<file path="src/rtl/inst_reg.sv">
// inst_reg: instruction store between the program loader and the decoder.
//
// A DEPTH x DATA_W register array. The loader writes through addr/data/done,
// and the fetch side reads through the same addr with mem_active. Read data
// is registered, so it appears one clock after the request.
//
// Ports:
//   clk         rising-edge clock
//   rst_n       asynchronous active-low reset; clears out and every entry
//   mem_active  read enable: out <= mem[addr]
//   addr        shared write/read address
//   data        write data
//   done        write strobe: mem[addr] <= data
//   out         registered read data; holds its value when mem_active=0
module inst_reg #(
  parameter int ADDR_W = 8,
  parameter int DATA_W = 8,
  parameter int DEPTH  = 2**ADDR_W
) (
  input  logic              clk,
  input  logic              rst_n,
  input  logic              mem_active,
  input  logic [ADDR_W-1:0] addr,
  input  logic [DATA_W-1:0] data,
  input  logic              done,
  output logic [DATA_W-1:0] out
);

  logic [DATA_W-1:0] mem [DEPTH];

  // The array is built from flops rather than a RAM macro because reset has
  // to clear every entry immediately.
  always_ff @(posedge clk or negedge rst_n) begin
    if (!rst_n) begin
      for (int i = 0; i < DEPTH; i++) begin
        mem[i] <= '0;
      end
    end else if (done) begin
      mem[addr] <= data;
    end
  end

  // When a read and a write land on the same cycle, the read returns the
  // incoming data. The decoder then never sees the stale entry.
  always_ff @(posedge clk or negedge rst_n) begin
    if (!rst_n) begin
      out <= '0;
    end else if (mem_active) begin
      out <= done ? data : mem[addr];
    end
  end

endmodule

</file>
<file path="config.mk">
export PLATFORM = sky130hd
export DESIGN_NAME = inst_reg
export DESIGN_NICKNAME = d
export VERILOG_FILES = /design/src/rtl/inst_reg.sv
export SDC_FILE = /design/constraint.sdc
export NUM_CORES = 2
export LEC_CHECK = 0
export BUFFER_PORTS_ARGS = -buffer_cell sky130_fd_sc_hd__buf_4
export CAP_MARGIN = 20
export CORE_MARGIN = 2
export CORE_UTILIZATION = 55
export DETAILED_ROUTE_END_ITERATION = 6
export HOLD_SLACK_MARGIN = 0.1
export PLACE_DENSITY = 0.8
export SLEW_MARGIN = 25
export SYNTH_ARGS = -nofsm -noshare
export SYNTH_HDL_FRONTEND = slang
export SYNTH_SLANG_ARGS = --single-unit
</file>
<file path="constraint.sdc">
create_clock -name clk -period 3.2 [get_ports clk]
set_clock_uncertainty 0.1 [all_clocks]
set_input_delay 0.64 -clock clk [delete_from_list [all_inputs] [get_ports clk]]
set_output_delay 0.64 -clock clk [all_outputs]
set_load 0.1 [all_outputs]
</file>
# Word level (Yosys, flattened, before mapping)

Index checks and enable logic that the tools add are counted.

Reduce and logical (&&, ||, !) cells: 1
Bitwise logic cells: 1
Magnitude comparators: 2
Muxes and demuxes: 7

Operators with widths:

| operator           | count |
|---|---|
| $bwmux 2048        | 1 |
| $bmux 8 s8         | 1 |
| $demux 8 s8        | 1 |
| $mux 8             | 4 |
| $ge 9x9->1 const B | 1 |
| $lt 9x1->1 const B | 1 |
| $not 8->9          | 1 |
| $logic_and 1x1->1  | 1 |

Word-level logic and storage cells: 268
Register bits after elaboration: 2056

# Longest topological paths before layout

Depth in word-level cells: 6
Mapped depth: 9

# Worst setup path before layout

OpenSTA, ideal clock, no wires.

Kind: input to register
From: input port addr[1]
To: register out[0]
Cell stages on the path: 9
Slack: 0.336 ns
Arrival: 2.642 ns
Path buffers: 3
Path through: buf_2 > clkbuf_1 > buf_1 > mux4_2 > a22oi_1 > a21oi_1 > o41ai_1 > a41oi_1 > o22a_1

Word-level cells in the longest chain between the ends: 5

Ends and longest elaborated chain:

| what                                       | RTL line | text |
|---|---|---|
| start: declaration                         | 23       | `input logic [ADDR_W-1:0] addr,` |
| $not 8->9 (implied by the code)            | 49       | `out <= done ? data : mem[addr];` |
| $bmux 8 s8                                 | 49       |  |
| $mux 8 (implied by the code) (2 in series) | 49       |  |
| $mux 8                                     | 49       |  |
| end signal: assignment                     | 49       |  |
| end: declaration                           | 26       | `output logic [DATA_W-1:0] out` |

No other way between the ends. The select of a mux whose other input is x is not followed.
A chain may end at the register's enable or synchronous reset.

# Worst setup path after layout

From: input port addr[0]
To: register out[7]

The elaborated chain is that of the path after synthesis.

==> flow_summary.json <==
{
  "outcome": "finished, final reports clean",
  "cts_sinks": 2056,
  "crit_path_max_fanout": 13,
  "grt_pass1_wl_mm": 381,
  "clk_latency_ns": 0.85,
  "layout_commonest_cell": "dfrtp_1",
  "nets": 6208,
  "drive_gt1_frac": 0.578,
  "p_leak_uw": 0.0505,
  "grt_usage": 0.290,
  "crit_path_start_kind": "input port",
  "end_kind": "flop",
  "die_area_um2": 172000,
  "ant_nets": 0,
  "crit_type": "input port to flop",
  "yosysSeqAreaShare": 0.554,
  "clockBufferDepth": 3,
  "pwr-share-seq": 0.487,
  "h-tree-depth": 4,
  "reg2reg_to": "out[7]",
  "antenna_found_initial": 8,
  "grt_max_degree": 127,
  "place.gp.congestion": 0.901,
  "crit_end": "out[7]",
  "crit_required_ns": 3.82,
  "dr.pass1.iters": 5,
  "synth_seq_cells": 2056,
  "crit_start": "addr[0]",
  "routedWlPerCell_um": 28.7,
  "rows": 150,
  "synth_edf_count": 0,
  "swShare": 0.237,
  "setup_violations": 0,
  "r2r_slack_ns": 0.19,
  "yosysWarningCount": 0,
  "dr.first_iter.drc_count": 5231,
  "syn_nets": 5876,
  "peakVddDrop_mv": 0.504,
  "cts_made_buffers": 202,
  "ioPinCount": 28,
  "min_period_over_period": 0.978,
  "start_util": 0.554,
  "tightest_slew_ns": 1.08,
  "finalWirelength_mm": 246,
  "die_h_um": 415,
  "drc_errors": 0,
  "netlist_area_um2": 92800,
  "timing.fmax_ghz": 0.319,
  "synthCells": 5856,
  "fin_ws_ns": 0.0689,
  "cp.arrival_ns": 3.75,
  "pre_cts_slack_ns": -1.11,
  "grt_setup_unrepaired": "no",
  "cts_root_buf": "clkbuf_16",
  "synth_cell_types": 27,
  "finalPower_uw": 57300,
  "slew_violations": 0,
  "rr_worst_depth": 7,
  "internal_power_uw": 43700,
  "maxCapViolations": 0,
  "cts_tree": "done",
  "die-width_um": 415,
  "grt_pass1_vias": 59600,
  "clockPowerShare": 0.429,
  "synthFlopType": "dfrtp_1",
  "post_cts_buffers": 0,
  "grt_overflow": 0,
  "finalCriticalPeriod_ns": 3.13,
  "layout_common_cells": "dfrtp_1, mux2_2, mux4_2",
  "postSynthAreaPerCell_um2": 15.9,
  "r2r_start": "mem[711]",
  "relSlewSlack": 0.279,
  "powerDensity_nw_per_um2": 533,
  "synthToLayoutAreaGrowth_pct": 15.8,
  "clk_pin_slew_ns": 0.06,
  "min_path_type": "input port to flop",
  "core_um2": 167000,
  "hold_viol": 0,
  "switching_power_uw": 13500,
  "hpwl_mm": 159,
  "via_per_inst": 6.49,
  "num_vias": 55600,
  "synthArstFlopShare": 1.00,
  "pwr-share-comb": 0.083,
  "io_buffer_count": 27
}
-- synthesized netlist by cell type, types with 5 or more instances --
cell / count / area share
dfrtp_1: 2056 / 0.55
mux2_2: 2048 / 0.25
mux4_2: 512 / 0.12
clkbuf_1: 347 / 0.014
a22oi_1: 256 / 0.021
nor2_2: 180 / 0.012
a21oi_1: 128 / 0.0069
nand2_1: 111 / 0.0045
buf_2: 48 / 0.0026
buf_1: 35 / 0.0014
o41ai_1: 32 / 0.0030
nor2_1: 21 / 0.00085
buf_4: 15 / 0.0012
buf_6: 14 / 0.0017
nand2_2: 12 / 0.00081
a41oi_1: 8 / 0.00075
o22a_1: 8 / 0.00075
nor2b_1: 6 / 0.00040
and3_1: 5 / 0.00034
-- logic make-up (layout without fill, tap and decap cells) --
kind of cell	count (synthesis)	in the layout	share of synthesized area
compound gates	432	432	0.0321
buf+inv	460	963	0.0210
flops	2056	2056	0.554
mux	2560	2560	0.373
other cells	0	5	0
simple gates	348	348	0.0199
-- worst min-delay path by stage --
stage | depth (start not counted) | start | slack [ns] | endpoint
after floorplan | 0 | rst_n | 0.24 | mem[0]
after global placement | 1 | mem[1955] | 0.38 | mem[1955]
after detailed placement | 1 | mem[1933] | 0.39 | mem[1933]
after CTS | 4 | done | 0.19 | out[3]
after global routing | 4 | done | 0.24 | out[2]
final | 4 | done | 0.25 | out[3]
-- worst max-delay path: stages --
cell	delay, ns
buf_8	0.21
buf_12	0.22
buf_12	0.17
mux4_2	0.51
a22oi_1	0.38
a21oi_1	0.33
o41ai_4	0.69
buf_4	0.23
a41oi_1	0.12
o22a_1	0.22
-- repair_timing --
action / 4_1_cts / 5_1_grt
endpoints found under the hold margin: 77 / 0
resized for setup: 2 / 4
hold buffers: 2 / 0
setup endpoints to repair: 2 / 4
-- final cells by class --
type	instances	area, µm²
well taps	2204	2760
inverters	1	3.75
diodes	5	12.5
repair buffers	587	6840
multi-input cells	3340	39500
clock inverters	66	870
clock buffers	309	6020
fillers	11400	59900
flip-flops and latches	2056	51400
-- state kept, by name, indices dropped and copies added, names as in the netlist --
name and count:
out 8, mem 2048
-- stage by stage --
stage	area [µm²]	utilization	hold slack, ns	TNS (ns)	instances
floorplan	92800	-	0.244	0	5856
global placement	100000	0.600	0.382	-6.28	8186
detailed placement	101000	0.600	0.387	-5.97	8186
CTS	107000	0.642	0.195	0	8563
global route	107000	0.642	0.244	0	8567
finish	107000	0.642	0.246	0	8568
-- per-layer routing --
metal  vias to the layer above  global-route usage  wire, µm
li1                      22700                   -         -
met1                     30200               0.395     99200
met2                      2076               0.451    116000
met3                       608              0.0581     17300
met4                         4               0.137     13000
met5                         -                   0        21
-- power by group through the flow --
stage	clock, µW	sequential, µW	combinational, µW
after detailed placement	0	28300	4740
after global routing	26000	28000	5080
after floorplan	0	28200	2780
after CTS	24800	27900	4780
final	24600	27900	4770
after global placement	0	28200	4590
Power figures use the tool's default switching activity.
